===== src/rtl/csr_regs_pkg.sv =====
`default_nettype none
// ============================================================================
// Module   : csr_regs_pkg
// Brief    : Address map, bad-read value and word type for the CSR register bank.
// Revision : 1.0 - initial release
// ============================================================================
package csr_regs_pkg;

    typedef logic [31:0] csr_word_t;

    localparam logic [15:0] CSR_ADDR_ID          = 16'h0000;
    localparam logic [15:0] CSR_ADDR_CONTROL     = 16'h0004;
    localparam logic [15:0] CSR_ADDR_STATUS      = 16'h0008;
    localparam logic [15:0] CSR_ADDR_IRQ_ENABLE  = 16'h000C;
    localparam logic [15:0] CSR_ADDR_SCRATCH     = 16'h0010;
    localparam logic [15:0] CSR_ADDR_EVENT_COUNT = 16'h0014;
    localparam logic [15:0] CSR_ADDR_TS_LO       = 16'h0018;
    localparam logic [15:0] CSR_ADDR_TS_HI       = 16'h001C;

    localparam csr_word_t CSR_BAD_VALUE = 32'hDEAD_BEEF;

endpackage
`default_nettype wire


===== src/rtl/csr_timestamp.sv =====
`default_nettype none
// ============================================================================
// Module   : csr_timestamp
// Brief    : Free-running 64-bit cycle counter with an upper-word shadow that is
//            captured whenever the low word is read.
// Revision : 1.0 - initial release
// ============================================================================
module csr_timestamp
    import csr_regs_pkg::*;
(
    input  logic      clock,
    input  logic      reset_n,
    input  logic      i_latch_hi,
    output csr_word_t o_count_lo,
    output csr_word_t o_shadow
);

    logic [63:0] r_count;
    csr_word_t   r_shadow;

    always_ff @(posedge clock or negedge reset_n) begin
        if (!reset_n) begin
            r_count  <= '0;
            r_shadow <= '0;
        end else begin
            r_count <= r_count + 64'd1;
            // Capturing the high word alongside the low-word read gives a coherent 64-bit pair.
            if (i_latch_hi) begin
                r_shadow <= r_count[63:32];
            end
        end
    end

    assign o_count_lo = r_count[31:0];
    assign o_shadow   = r_shadow;

endmodule
`default_nettype wire


===== src/rtl/csr_register_bank.sv =====
`default_nettype none
// ============================================================================
// Module   : csr_register_bank
// Brief    : CSR responder: ID, CONTROL, W1C STATUS, IRQ_ENABLE, SCRATCH and a
//            saturating EVENT_COUNT. Define CSR_TIMESTAMP_EN to add TS_LO/TS_HI.
// Revision : 1.0 - initial release
// ============================================================================
module csr_register_bank
    import csr_regs_pkg::*;
#(
    parameter int unsigned CSR_DATA_WIDTH    = 32,
    parameter int unsigned CSR_ADDRESS_WIDTH = 16,
    parameter int unsigned NUM_EVENTS        = 8,
    parameter csr_word_t   ID_VALUE          = 32'hA0F6_0001,
    parameter csr_word_t   CTRL_RESET        = 32'h0
) (
    input  logic                         clock,
    input  logic                         reset_n,
    input  logic                         CSR_write_enable,
    input  logic [CSR_DATA_WIDTH-1:0]    CSR_write_data,
    input  logic [CSR_ADDRESS_WIDTH-1:0] CSR_write_address,
    input  logic                         CSR_read_enable,
    output logic [CSR_DATA_WIDTH-1:0]    CSR_read_data,
    input  logic [CSR_ADDRESS_WIDTH-1:0] CSR_read_address,
    input  logic [NUM_EVENTS-1:0]        event_pulse,
    output logic [CSR_DATA_WIDTH-1:0]    control,
    output logic                         irq
);

    if (CSR_DATA_WIDTH != 32) begin : g_bad_data_width
        $error("csr_register_bank: CSR_DATA_WIDTH must be 32");
    end
    if (NUM_EVENTS < 1 || NUM_EVENTS > 32) begin : g_bad_num_events
        $error("csr_register_bank: NUM_EVENTS must be in 1..32");
    end

    localparam logic [CSR_ADDRESS_WIDTH-1:0] c_addr_id    = CSR_ADDRESS_WIDTH'(CSR_ADDR_ID);
    localparam logic [CSR_ADDRESS_WIDTH-1:0] c_addr_ctrl  = CSR_ADDRESS_WIDTH'(CSR_ADDR_CONTROL);
    localparam logic [CSR_ADDRESS_WIDTH-1:0] c_addr_stat  = CSR_ADDRESS_WIDTH'(CSR_ADDR_STATUS);
    localparam logic [CSR_ADDRESS_WIDTH-1:0] c_addr_irqen = CSR_ADDRESS_WIDTH'(CSR_ADDR_IRQ_ENABLE);
    localparam logic [CSR_ADDRESS_WIDTH-1:0] c_addr_scr   = CSR_ADDRESS_WIDTH'(CSR_ADDR_SCRATCH);
    localparam logic [CSR_ADDRESS_WIDTH-1:0] c_addr_evcnt = CSR_ADDRESS_WIDTH'(CSR_ADDR_EVENT_COUNT);

    logic [CSR_ADDRESS_WIDTH-1:0] w_wr_addr;
    logic [CSR_ADDRESS_WIDTH-1:0] w_rd_addr;
    logic                         w_unused_addr_bits;

    // Byte offsets within a word are ignored on both ports.
    assign w_wr_addr          = {CSR_write_address[CSR_ADDRESS_WIDTH-1:2], 2'b00};
    assign w_rd_addr          = {CSR_read_address[CSR_ADDRESS_WIDTH-1:2], 2'b00};
    assign w_unused_addr_bits = ^{CSR_write_address[1:0], CSR_read_address[1:0]};

    logic w_wr_ctrl, w_wr_stat, w_wr_irqen, w_wr_scr, w_wr_evcnt;

    assign w_wr_ctrl  = CSR_write_enable && (w_wr_addr == c_addr_ctrl);
    assign w_wr_stat  = CSR_write_enable && (w_wr_addr == c_addr_stat);
    assign w_wr_irqen = CSR_write_enable && (w_wr_addr == c_addr_irqen);
    assign w_wr_scr   = CSR_write_enable && (w_wr_addr == c_addr_scr);
    assign w_wr_evcnt = CSR_write_enable && (w_wr_addr == c_addr_evcnt);

    csr_word_t             r_control;
    logic [NUM_EVENTS-1:0] r_status;
    logic [NUM_EVENTS-1:0] r_irq_en;
    csr_word_t             r_scratch;
    csr_word_t             r_event_count;
    csr_word_t             r_read_data;
    logic                  r_irq;

    logic [NUM_EVENTS-1:0] w_status_clr;
    logic [NUM_EVENTS-1:0] w_status_next;
    logic                  w_any_event;
    csr_word_t             w_event_count_next;

    assign w_status_clr  = w_wr_stat ? CSR_write_data[NUM_EVENTS-1:0] : '0;
    // Set is applied after clear so a same-cycle event is never lost.
    assign w_status_next = (r_status & ~w_status_clr) | event_pulse;
    assign w_any_event   = |event_pulse;

    always_comb begin
        w_event_count_next = r_event_count;
        if (w_wr_evcnt) begin
            w_event_count_next = w_any_event ? 32'd1 : 32'd0;
        end else if (w_any_event && (r_event_count != 32'hFFFF_FFFF)) begin
            w_event_count_next = r_event_count + 32'd1;
        end
    end

`ifdef CSR_TIMESTAMP_EN
    localparam logic [CSR_ADDRESS_WIDTH-1:0] c_addr_ts_lo = CSR_ADDRESS_WIDTH'(CSR_ADDR_TS_LO);
    localparam logic [CSR_ADDRESS_WIDTH-1:0] c_addr_ts_hi = CSR_ADDRESS_WIDTH'(CSR_ADDR_TS_HI);

    csr_word_t w_ts_lo;
    csr_word_t w_ts_hi;

    csr_timestamp u_timestamp (
        .clock      (clock),
        .reset_n    (reset_n),
        .i_latch_hi (CSR_read_enable && (w_rd_addr == c_addr_ts_lo)),
        .o_count_lo (w_ts_lo),
        .o_shadow   (w_ts_hi)
    );
`endif

    csr_word_t w_status_word;
    csr_word_t w_irq_en_word;
    csr_word_t w_rd_word;

    always_comb begin
        w_status_word                 = '0;
        w_status_word[NUM_EVENTS-1:0] = r_status;
        w_irq_en_word                 = '0;
        w_irq_en_word[NUM_EVENTS-1:0] = r_irq_en;
        case (w_rd_addr)
            c_addr_id:    w_rd_word = ID_VALUE;
            c_addr_ctrl:  w_rd_word = r_control;
            c_addr_stat:  w_rd_word = w_status_word;
            c_addr_irqen: w_rd_word = w_irq_en_word;
            c_addr_scr:   w_rd_word = r_scratch;
            c_addr_evcnt: w_rd_word = r_event_count;
`ifdef CSR_TIMESTAMP_EN
            c_addr_ts_lo: w_rd_word = w_ts_lo;
            c_addr_ts_hi: w_rd_word = w_ts_hi;
`endif
            default:      w_rd_word = CSR_BAD_VALUE;
        endcase
    end

    always_ff @(posedge clock or negedge reset_n) begin
        if (!reset_n) begin
            r_control     <= CTRL_RESET;
            r_status      <= '0;
            r_irq_en      <= '0;
            r_scratch     <= '0;
            r_event_count <= '0;
            r_read_data   <= '0;
            r_irq         <= 1'b0;
        end else begin
            if (w_wr_ctrl)  r_control <= CSR_write_data;
            if (w_wr_irqen) r_irq_en  <= CSR_write_data[NUM_EVENTS-1:0];
            if (w_wr_scr)   r_scratch <= CSR_write_data;
            r_status      <= w_status_next;
            r_event_count <= w_event_count_next;
            if (CSR_read_enable) r_read_data <= w_rd_word;
            r_irq <= |(r_status & r_irq_en);
        end
    end

    assign CSR_read_data = r_read_data;
    assign control       = r_control;
    assign irq           = r_irq;

endmodule
`default_nettype wire


===== config.mk =====
export PLATFORM = sky130hd
export DESIGN_NAME = csr_register_bank
export DESIGN_NICKNAME = d
export VERILOG_FILES = /design/src/rtl/csr_regs_pkg.sv /design/src/rtl/csr_timestamp.sv /design/src/rtl/csr_register_bank.sv
export SDC_FILE = /design/constraint.sdc
export NUM_CORES = 1
export LEC_CHECK = 0
export CAP_MARGIN = 5
export CORE_MARGIN = 10
export CORE_UTILIZATION = 56
export DETAILED_ROUTE_END_ITERATION = 16
export PLACE_DENSITY = 0.89
export SKIP_CTS_REPAIR_TIMING = 1
export SLEW_MARGIN = 15
export SYNTH_ARGS = -nofsm -noshare
export SYNTH_HDL_FRONTEND = slang
export SYNTH_SLANG_ARGS = --single-unit

===== constraint.sdc =====
create_clock -name clock -period 5 [get_ports clock]
set_clock_uncertainty 0.1 [all_clocks]
set_input_delay 1 -clock clock [delete_from_list [all_inputs] [get_ports clock]]
set_output_delay 1 -clock clock [all_outputs]
set_load 0.02 [all_outputs]

After elaboration in Yosys (flattened, before gate mapping)
Index checks and enable logic that the tools add are counted.
Widths: inputs -> output; s select.
- register bits after elaboration: 145
- bits of input ports: 76
- output and inout bits: 65
- logic and storage cells: 38
- add/subtract/negate cells: 1
- equal/unequal tests: 11
- mux-type cells: 5
- bitwise logic cells: 4
- reduce and logical (&&, ||, !) cells: 10
- operators with widths (kind ; number):
    $pmux 32 s6 ; 1
    $mux 32 ; 2
    $eq 14x2->1 const B ; 4
    $eq 14x3->1 const B ; 4
    $add 32x1->32 const B ; 1
    $ne 32x32->1 const B ; 1
    $eq 14x1->1 const B ; 2
    $and 8x8->8 ; 2
    $logic_not 16->1 ; 1
    $reduce_or 8->1 ; 2
    $mux 8 ; 1
    $not 8->8 ; 1
    $or 8x8->8 ; 1
    $logic_and 1x1->1 ; 6
    $reduce_bool 2->1 ; 1
    $mux 1 ; 1

Depth between registers and ports, before layout
Gate-level depths: netlist of the first run.
- word-level depth: 6
- gate-level depth with buffers: 8
- mapped depth without buffers: 6

Worst setup path before layout of the first run
Ideal clock, no wire load.
- path type: in2reg
- start point: input CSR_read_address[12]
- end point: register r_read_data[12], in the netlist CSR_read_data[12]
- data arrival time: 2.660 ns
- required time: 4.823 ns
- slack: 2.163 ns
- cell stages on the path: 7
- buffers on the path: 2
- cell sequence: or4_4 > or3_1 > buf_6 > nor3_4 > buf_6 > nand2_1 > a21oi_1
- cells in the longest elaborated chain, start to end: 2
- elaborated cells between the ends (all ways): 7
- those cells by class: 5 x eq/ne; 1 x mux; 1 x reduce/logical
- ends and longest elaborated chain (element ; RTL line ; text):
    from (decl) ; csr_register_bank.sv:24 ; input logic [CSR_ADDRESS_WIDTH-1:0] CSR_read_address,
    $eq 14x3->1, or another cell as far along ; csr_register_bank.sv:113 ; case (w_rd_addr)
    $pmux 32 s6 * ; csr_register_bank.sv:113 ;
    to (signal assigned) ; csr_register_bank.sv:143 ; if (CSR_read_enable) r_read_data <= w_rd_word;
    to (decl) ; csr_register_bank.sv:66 ; csr_word_t r_read_data;
Mark *: on every way between the ends. The rest lies on a longest branch, timed or not.
A chain may end at the register's enable or synchronous reset.

Worst setup path in the final report of the first run
- start point: input CSR_read_address[12]
- end point: register r_read_data[27], in the netlist CSR_read_data[27]
Same word-level chain as after synthesis.

==> results of run 1 <==
routing by layer:
layer	track usage, %	routed length [um]	part of all wire (%)
met2	36.8	9500	48
met3	6.90	1810	9.1
met4	10.3	608	3.1
met5	0	0	0
met1	27.1	7880	40
cell families after synthesis:
family | after synthesis
compound gates | 144
xor+xnor | 7
fa+ha+maj | 1
buf+inv | 51
flops | 145
mux | 95
simple gates | 181
per-stage QoR:
stage / utilization, % / power (mW) / hold slack (ns)
after floorplan: - / 1.37 / 0.365
after global placement: 69.8 / 1.50 / 0.375
after detailed placement: 69.8 / 1.51 / 0.386
after CTS: 74.5 / 2.74 / 0.398
after global routing: 74.5 / 2.81 / 0.422
final: 74.5 / 2.73 / 0.397
registers in the layout, summed over array words and instances, names as in the netlist:
signal / count
CSR_read_data: 32
control: 32
r_event_count: 32
r_scratch: 32
r_irq_en: 8
r_status: 8
irq: 1
how the worst max path moves through the flow:
stage	to	slack (ns)	cells past startpoint
global route	CSR_read_data[18]$_DFFE_PN0P_	1.35	7
global placement	CSR_read_data[16]$_DFFE_PN0P_	1.24	7
detailed placement	CSR_read_data[27]$_DFFE_PN0P_	1.12	7
finish	CSR_read_data[27]$_DFFE_PN0P_	1.49	7
CTS	CSR_read_data[27]$_DFFE_PN0P_	1.53	7
floorplan	CSR_read_data[12]$_DFFE_PN0P_	2.16	7
area by class of cell:
| type | instances | area [um2] |
|---|---|---|
| Sequential cell | 145 | 3630 |
| Multi-Input combinational cell | 428 | 3080 |
| Fill cell | 782 | 3070 |
| Timing Repair Buffer | 146 | 1440 |
| Clock buffer | 25 | 495 |
| Tap cell | 168 | 210 |
| Clock inverter | 5 | 77.6 |
| Inverter | 15 | 56.3 |
power breakdown:
group	leakage, nW	internal, mW	switching (mW)
sequential	1.79	1.21	0.0632
combinational	1.62	0.115	0.113
clock	0.279	0.779	0.452
total	3.69	2.10	0.628
worst max-delay path, delay by kind of cell:
kind	cells	cell delay [ns]
buffers and inverters	2	0.79
AO/OA/AOI/OAI	2	0.44
AND/OR/NAND/NOR	3	1.45
cell usage in the layout, fill, tap and decap left out, drive strengths merged, types with 3 or more instances in the layout:
master,instances
dfrtp,145
clkdlybuf4s50,135
mux2,91
a21oi,55
nand2,47
nor2,42
clkbuf,25
a22oi,18
or4,17
inv,15
nand3,14
nand4,14
or3,13
a221oi,13
buf,11
o31ai,10
o21ai,10
a21o,9
o22ai,9
nor4,7
o211ai,6
nor3,6
a2111oi,5
and4,4
xor2,4
a211oi,4
mux2i,4
nand2b,3
or2,3
and3,3
xnor2,3
nor4b,3
==> key figures, run 1 <==
Setup path
  – Crit-path max FO: 20
  – Slowest-stage cell, CP: or4_4
  – FF-to-FF End: r_event_count[1]$_DFFE_PN0P_
  – Critical-path cell list: clkdlybuf4s50_1, or4_4, nor3_1, nand3_1, buf_4, a221oi_1, a21oi_1
  – R2R setup slack: 2.20 ns
  – Crit-path max cell delay: 0.55 ns
  – Worst endpoint data arrival time: 3.70 ns
  – Setup CP Type: in2reg
  – Crit. End Element: flip-flop
  – RR Startpoint: r_event_count[0]$_DFFE_PN0P_
  – Worst Setup SP: CSR_read_address[12]
  – R2R cell count: 6
  – Startpoint Class: primary input
  – Worst EP required: 5.19 ns

Logic synthesis
  – Main synth FF type: dfrtp_1
  – Area leader, netlist: dfrtp_1
  – Synth area leaders: dfrtp_1, mux2_2, a21oi_1
  – Synth Area in Adders: 0.180%
  – Seq/Total Area, Yosys: 52.3%
  – Synth Area per Inst: 11.1 um2
  – Netlist cell types: 50
  – Post-Syn Area: 6930 um2
  – Yosys top cell area share: 52.3%
  – Cells after Synth: 624
  – EDFF count, synth: 0
  – Simple-gate share of the synthesized area: 14.4%
  – Synth Net Count: 701
  – Compound-Gate Fraction of Synth Area: 13.6%
  – Largest family of logic cells by synthesized area: multiplexers
  – Post-synthesis xor/xnor area fraction: 0.884%
  – Commonest cells post-synth: dfrtp_1, mux2_2, a21oi_1
  – Cell with the most instances after synthesis: dfrtp_1
  – Synth async-reset ratio: 100%
  – Synth warn: 0
  – Flops & latches, synth: 145
  – Mux contribution to synthesized area: 15.4%

STA
  – Worst-margin pin slew: 1.15 ns
  – Tcrit/Tclk final: 70.1%
  – Final setup fails: 0
  – RSZ-0062 raised after global routing: no
  – Setup TNS: 0 ns
  – Slack of the critical path: 1.49 ns
  – Minimum clock period: 3.51 ns
  – Final Max Slew Viols: 0
  – Final Hold Fails: 0
  – Fmax: 285 MHz
  – Relative slew slack: 23.2%

Layout
  – Layout Nets: 830
  – Filler-free cell count of the finished design: 932
  – Layout cells sized above 1: 18.5%
  – Ant. Diodes: 0
  – Final Cell Area: 8990 um2
  – P&R area growth vs syn: 29.6%

Floorplanning
  – FP Rows: 40
  – Starting Density: 57.5%
  – Die Height: 131 um
  – Die area: 17200 um2
  – Die Span X: 131 um
  – Core ar.: 12100 um2
  – I/O Pins: 141

Drt
  – # DRC: 0
  – 1st-iter DRT viols: 667
  – Total wire length: 19800 um
  – Vias per inst: 6.30
  – Vias: 5875
  – Routed Antenna Nets: 0
  – DR WL/cell: 21.2 um
  – DRT Pass-1 Iters: 5

Min path
  – Hold EP: r_scratch[7]$_DFFE_PN0P_
  – Hold WC Path Type: reg2reg
  – Worst hold path startpoint: r_scratch[7]$_DFFE_PN0P_
  – Hold Path Stages: 1

Power and ir drop
  – Leakage: 3.69 nW
  – Worst vdd ir: 225 uV
  – Power per cell area: 303 nW/um2

Place
  – Place WS: 1.12 ns
  – Hpwl dp: 13800 um
  – RePlAce Congestion: 0.906
  – Placed insts: 902
  – Placed inst area: 8420 um2
  – I/O Buffers: 136

Flow run
  – MaxCap Viol Count: 0

Clock tree
  – Clk buf depth: 2
  – Root Driver: clkbuf_16
  – Total clock sinks: 145
  – CTS tree: done
  – Total CTS buffers: 17
  – Clock transition at the registers of the reported paths: 0.06 ns
  – H-Tree Depth: 4
  – Clock Latency Late Sink: 0.43 ns

Global routing
  – Total Routing Usage GR: 22.7%
  – Vias in the first global route: 6116
  – Global route total overflow: 0
  – First-pass GRT wire length: 31900 um
  – Largest net degree at the start of global routing: 110
  – Antenna violations before repair: 0

Run status
  – Outcome: finished, final reports clean
Power figures use the tool's default switching activity.
==> run 2, diff against run 1 <==
CORE_UTILIZATION = 47   (was 56)
PLACE_DENSITY = 0.8   (was 0.89)
clock period = 3 ns   (was 5 ns; I/O delays follow)
==> run 2 against run 1 <==
  * Sequential share of layout area is 1.5 points lower
  * Setup slack worse by 1.1 ns
  * Largest cell class unchanged
  * Highest routed layer unchanged
  * Largest power group is now the clock network
  * Hold slack got worse by 0.31 ns
==> key figures, run 2 (synthesis results as in run 1) <==
Layout
  – Post-Route Utilization: 64.4% (-10 points)
  – Register area: 3630 um2 (unchanged)
  – Ant. Diodes: 0 (unchanged)
  – Layout Nets: 852 (+2.7%)
  – Filler-free cell count of the finished design: 972 (+4.3%)
  – Layout cells sized above 1: 21.3% (+2.9 points)
  – Final Cell Area: 9330 um2 (+3.8%)
  – P&R area growth vs syn: 34.5%
  – Most common cell after layout, fill and taps aside: dfrtp_1
  – Multi-input logic area: 3080 um2 (unchanged)
  – Most frequent cells in the layout: dfrtp_1, clkdlybuf4s50_1, mux2_2
  – Filler Cells Inserted: 1082 (+38%)

Floorplanning
  – Die area: 20000 um2 (+16%)
  – FP Rows: 44 (+10%)
  – I/O Pins: 141 (unchanged)
  – Core ar.: 14500 um2 (+20%)
  – Starting Density: 47.9% (-9.6 points)
  – Die Height: 141 um (+7.8%)
  – Die Span X: 141 um (+7.8%)

Place
  – Placed insts: 940 (+4.2%)
  – I/O Buffers: 136 (unchanged)
  – Place WS: -0.0147 ns (-1.13 ns)
  – Placed inst area: 8680 um2 (+3.1%)
  – RePlAce Congestion: 0.921 (+1.7%)
  – Hpwl dp: 13900 um (+0.38%)

Global routing
  – Vias in the first global route: 6138 (+0.36%)
  – Antenna violations before repair: 0 (unchanged)
  – Total Routing Usage GR: 19.9% (-2.7 points)
  – First-pass GRT wire length: 32100 um (+0.89%)
  – Global route total overflow: 0 (unchanged)
  – Largest net degree at the start of global routing: 76 (-31%)

Power and ir drop
  – Power per cell area: 515 nW/um2 (+70%)
  – Leakage: 3.85 nW (+4.5%)
  – Worst vdd ir: 395 uV (+75%)

Setup path
  – Worst Setup SP: CSR_read_address[12]
  – Crit-path max FO: 6 (-70%)
  – RR Startpoint: r_event_count[3]$_DFFE_PN0P_
  – Worst endpoint data arrival time: 2.84 ns (-0.86 ns)
  – Worst EP required: 3.25 ns (-1.94 ns)
  – Crit. End Element: flip-flop
  – Setup CP Type: in2reg
  – Crit path capture: CSR_read_data[17]$_DFFE_PN0P_
  – R2R cell count: 5 (-1)
  – R2R setup slack: 0.64 ns (-1.56 ns)
  – FF-to-FF End: r_event_count[19]$_DFFE_PN0P_
  – Startpoint Class: primary input

Drt
  – Total wire length: 19900 um (+0.38%)
  – Vias: 5752 (-2.1%)
  – DRT Pass-1 Iters: 5 (unchanged)
  – Vias per inst: 5.92 (-6.1%)
  – 1st-iter DRT viols: 400 (-40%)
  – # DRC: 0 (unchanged)
  – DR WL/cell: 20.4 um (-3.8%)
  – Routed Antenna Nets: 0 (unchanged)

Clock tree
  – H-Tree Depth: 4 (unchanged)
  – Root Driver: clkbuf_16
  – Total CTS buffers: 17 (unchanged)
  – Clk buf depth: 2 (unchanged)
  – CTS tree: done
  – Total clock sinks: 145 (unchanged)
  – Clock transition at the registers of the reported paths: 0.06 ns (about the same)
  – Clock Latency Late Sink: 0.43 ns (about the same)

Flow run
  – MaxCap Viol Count: 0 (unchanged)

STA
  – Minimum clock period: 2.59 ns
  – Final setup fails: 0 (unchanged)
  – Relative slew slack: 54.7% (+32 points)
  – Final Hold Fails: 0 (unchanged)
  – Slack of the critical path: 0.406 ns (-1.09 ns)
  – Final Max Slew Viols: 0 (unchanged)
  – Worst-margin pin slew: 0.680 ns (-0.473 ns)
  – RSZ-0062 raised after global routing: no
  – Fmax: 385 MHz
  – Tcrit/Tclk final: 86.5%

Min path
  – Hold WC Path Type: in2async

Run status
  – Outcome: finished, final reports clean
==> run 2: changes by cell type in the layout (fill, tap and decap cells not counted), sizes merged <==
cell      change
bufinv        +3
buf          +22
clkinvlp      +2
clkbuf        -6
inv           +1
clkinv        +2
==> run 2: how the worst min path moves through the flow <==
stage | slack [ns] | startpoint | cells past startpoint | to
2_1_floorplan | 0.20 | reset_n | 0 | CSR_read_data[0]$_DFFE_PN0P_
3_3_place_gp | 0.38 | r_scratch[7]$_DFFE_PN0P_ | 1 | r_scratch[7]$_DFFE_PN0P_
3_5_place_dp | 0.39 | r_scratch[7]$_DFFE_PN0P_ | 1 | r_scratch[7]$_DFFE_PN0P_
4_1_cts | 0.12 | reset_n | 1 | control[22]$_DFFE_PN0P_
5_1_grt | 0.14 | reset_n | 1 | CSR_read_data[29]$_DFFE_PN0P_
6_report | 0.09 | reset_n | 1 | control[8]$_DFFE_PN0P_
==> run 2: power breakdown <==
part	switching (mW)	internal, mW	total, mW
Sequential	0.105	2.01	2.11
Clock	0.817	1.50	2.32
Combinational	0.184	0.197	0.381
Total	1.11	3.70	4.81
==> run 2: per-layer routing <==
layer  GRT usage, %  routed length [um]
met5              0                   0
met4           7.42                 492
met3           7.14                1620
met2           32.4                9570
met1           23.8                8190
==> run 2: layout make-up <==
class / instances / share of cell area (%)
tap: 184 / 2.47
multi-input combinational: 428 / 33.1
clock buffer: 19 / 4.75
timing repair buffer: 168 / 18.0
sequential: 145 / 38.9
clock inverter: 13 / 2.24
inverter: 15 / 0.604
==> run 2: through the flow <==
stage	setup TNS, ns	hold slack, ns	power (mW)
detailed placement	-0.0147	0.391	2.52
CTS	0	0.118	4.83
global placement	0	0.376	2.51
floorplan	0	0.204	2.29
global route	0	0.142	4.97
finish	0	0.0899	4.81
==> run 2: worst max-delay path, stage by stage <==
cell and delay [ns]:
clkdlybuf4s50_1 0.41, or4_4 0.55, or3_1 0.46, a2111oi_0 0.48, buf_4 0.20, a21oi_1 0.03
o22ai_1 0.11
==> run 3, diff against run 2 <==
CELL_PAD_IN_SITES_DETAIL_PLACEMENT = 1   (was unset)
CELL_PAD_IN_SITES_GLOBAL_PLACEMENT = 1   (was unset)
CORE_UTILIZATION = 37   (was 47)
==> run 3 against run 2 <==
  * Core utilization down 14 points
  * Wire length is 18% higher
  * Register-to-register slack got worse by 0.15 ns
  * First-iteration DRC count shrank 16%
==> key figures, run 3 (synthesis results as in run 1) <==
Layout
  – Filler Cells Inserted: 1958 (+81%)
  – Most common cell after layout, fill and taps aside: dfrtp_1
  – Multi-input logic area: 3080 um2 (unchanged)
  – Register area: 3630 um2 (unchanged)
  – P&R area growth vs syn: 34.6% (about the same)
  – Layout Nets: 852 (unchanged)
  – Ant. Diodes: 0 (unchanged)
  – Layout cells sized above 1: 21.3% (unchanged)
  – Filler-free cell count of the finished design: 1022 (+5.1%)
  – Most frequent cells in the layout: dfrtp_1, clkdlybuf4s50_1, mux2_2

Power and ir drop
  – Worst vdd ir: 412 uV (+4.3%)
  – Total chip power: 4.63 mW (-3.7%)
  – Power per cell area: 496 nW/um2 (-3.7%)
  – Leakage: 3.82 nW (-0.86%)

STA
  – Final Hold Fails: 0 (unchanged)
  – RSZ-0062 raised after global routing: no
  – Relative slew slack: 38.7% (-16 points)
  – Final setup fails: 0 (unchanged)
  – Final Max Slew Viols: 0 (unchanged)
  – Tcrit/Tclk final: 92.6% (+6.1 points)
  – Fmax: 360 MHz (-6.6%)
  – Slack of the critical path: 0.222 ns (-0.184 ns)
  – Worst-margin pin slew: 0.896 ns (+0.216 ns)
  – Minimum clock period: 2.78 ns (+0.184 ns)

Global routing
  – Antenna violations before repair: 0 (unchanged)
  – First-pass GRT wire length: 36900 um (+15%)
  – Vias in the first global route: 6591 (+7.4%)
  – Total Routing Usage GR: 19.3% (-0.64 points)
  – Global route total overflow: 0 (unchanged)
  – Largest net degree at the start of global routing: 56 (-26%)

Setup path
  – Crit-path max FO: 7 (+1)
  – Worst endpoint data arrival time: 3.02 ns (+0.18 ns)
  – Crit-path max cell delay: 0.63 ns (+0.08 ns)
  – Crit path max-delay family: simple AND/OR/NAND/NOR gates
  – Slowest-stage cell, CP: a2111oi_0
  – Crit. End Element: flip-flop
  – Worst EP required: 3.24 ns (about the same)
  – Critical-path cell list: clkdlybuf4s50_1, or4_4, or3_1, a2111oi_0, a21oi_1, o22ai_1
  – Setup CP Type: in2reg
  – Startpoint Class: primary input
  – Worst Path Buf+Inv: 1 (-1)

Place
  – Place WS: -0.0510 ns (-0.0363 ns)
  – Placed insts: 989 (+5.2%)
  – Hpwl dp: 16600 um (+20%)
  – RePlAce Congestion: 0.905 (-1.8%)
  – I/O Buffers: 136 (unchanged)

Floorplanning
  – I/O Pins: 141 (unchanged)
  – Starting Density: 37.3% (-11 points)
  – Core ar.: 18600 um2 (+28%)
  – Die Height: 157 um (+11%)
  – FP Rows: 50 (+14%)
  – Die area: 24600 um2 (+23%)
  – Die Span X: 157 um (+11%)

Clock tree
  – Total clock sinks: 145 (unchanged)
  – Total CTS buffers: 17 (unchanged)
  – Root Driver: clkbuf_16
  – CTS tree: done
  – Clk buf depth: 2 (unchanged)
  – Clock transition at the registers of the reported paths: 0.06 ns (about the same)
  – Clock Latency Late Sink: 0.43 ns (about the same)
  – H-Tree Depth: 4 (unchanged)

Drt
  – DR WL/cell: 22.9 um (+12%)
  – Vias: 5886 (+2.3%)
  – 1st-iter DRT viols: 336 (-16%)
  – Total wire length: 23400 um (+18%)
  – DRT Pass-1 Iters: 4 (-1)
  – Routed Antenna Nets: 0 (unchanged)
  – Vias per inst: 5.76 (-2.7%)
  – # DRC: 0 (unchanged)

Flow run
  – MaxCap Viol Count: 0 (unchanged)

Run status
  – Outcome: finished, final reports clean

Min path
  – Hold WC Path Type: reg2reg
-- run 3: cell count changes in the layout (fill, tap and decap cells not counted), sizes merged --
| cell | change |
|---|---|
| buf | -1 |
| bufinv | -3 |
| clkinv | +1 |
| clkinvlp | +2 |
| dlygate4sd3 | +1 |
-- run 3: path summary, 6_finish.rpt --
kind / startpoint / endpoint / slack (ns) / depth (start not counted)
max: CSR_read_address[12] / CSR_read_data[17]$_DFFE_PN0P_ / 0.22 / 6
min: r_scratch[7]$_DFFE_PN0P_ / r_scratch[7]$_DFFE_PN0P_ / 0.39 / 1
max reg2reg: r_event_count[24]$_DFFE_PN0P_ / r_event_count[31]$_DFFE_PN0P_ / 0.49 / 5
min reg2reg: r_scratch[7]$_DFFE_PN0P_ / r_scratch[7]$_DFFE_PN0P_ / 0.39 / 1
max in group asynchronous: reset_n / r_scratch[20]$_DFFE_PN0P_ / 1.49 / 3
min in group asynchronous: reset_n / control[7]$_DFFE_PN0P_ / 0.52 / 2
-- run 3: cell type report --
type	count	share of cell area, %
Tap cell	234	3.14
Timing Repair Buffer	168	18.0
Inverter	15	0.603
Clock inverter	13	1.45
Multi-Input combinational cell	428	33.1
Clock buffer	19	4.85
Sequential cell	145	38.9
-- run 3: routing by layer --
layer  GRT usage [%]  part of all wire (%)
met1            22.4                    40
met2            33.6                    52
met3            5.21                   5.9
met4            6.56                   1.4
met5               0                     0
-- run 3: stage by stage --
stage / utilization, % / area [um2] / hold WS (ns) / setup TNS [ns]
detailed placement: 47.0 / 8730 / 0.385 / -0.0689
global placement: 47.0 / 8730 / 0.381 / 0
floorplan: - / 6930 / 0.204 / 0
finish: 50.2 / 9330 / 0.393 / 0
CTS: 50.2 / 9320 / -0.0483 / 0
global route: 50.2 / 9330 / 0.419 / 0
-- run 3: where the power goes --
part / switching, mW / internal (mW) / total (mW)
Sequential: 0.104 / 2.01 / 2.11
Combinational: 0.198 / 0.200 / 0.397
Clock: 0.858 / 1.26 / 2.12
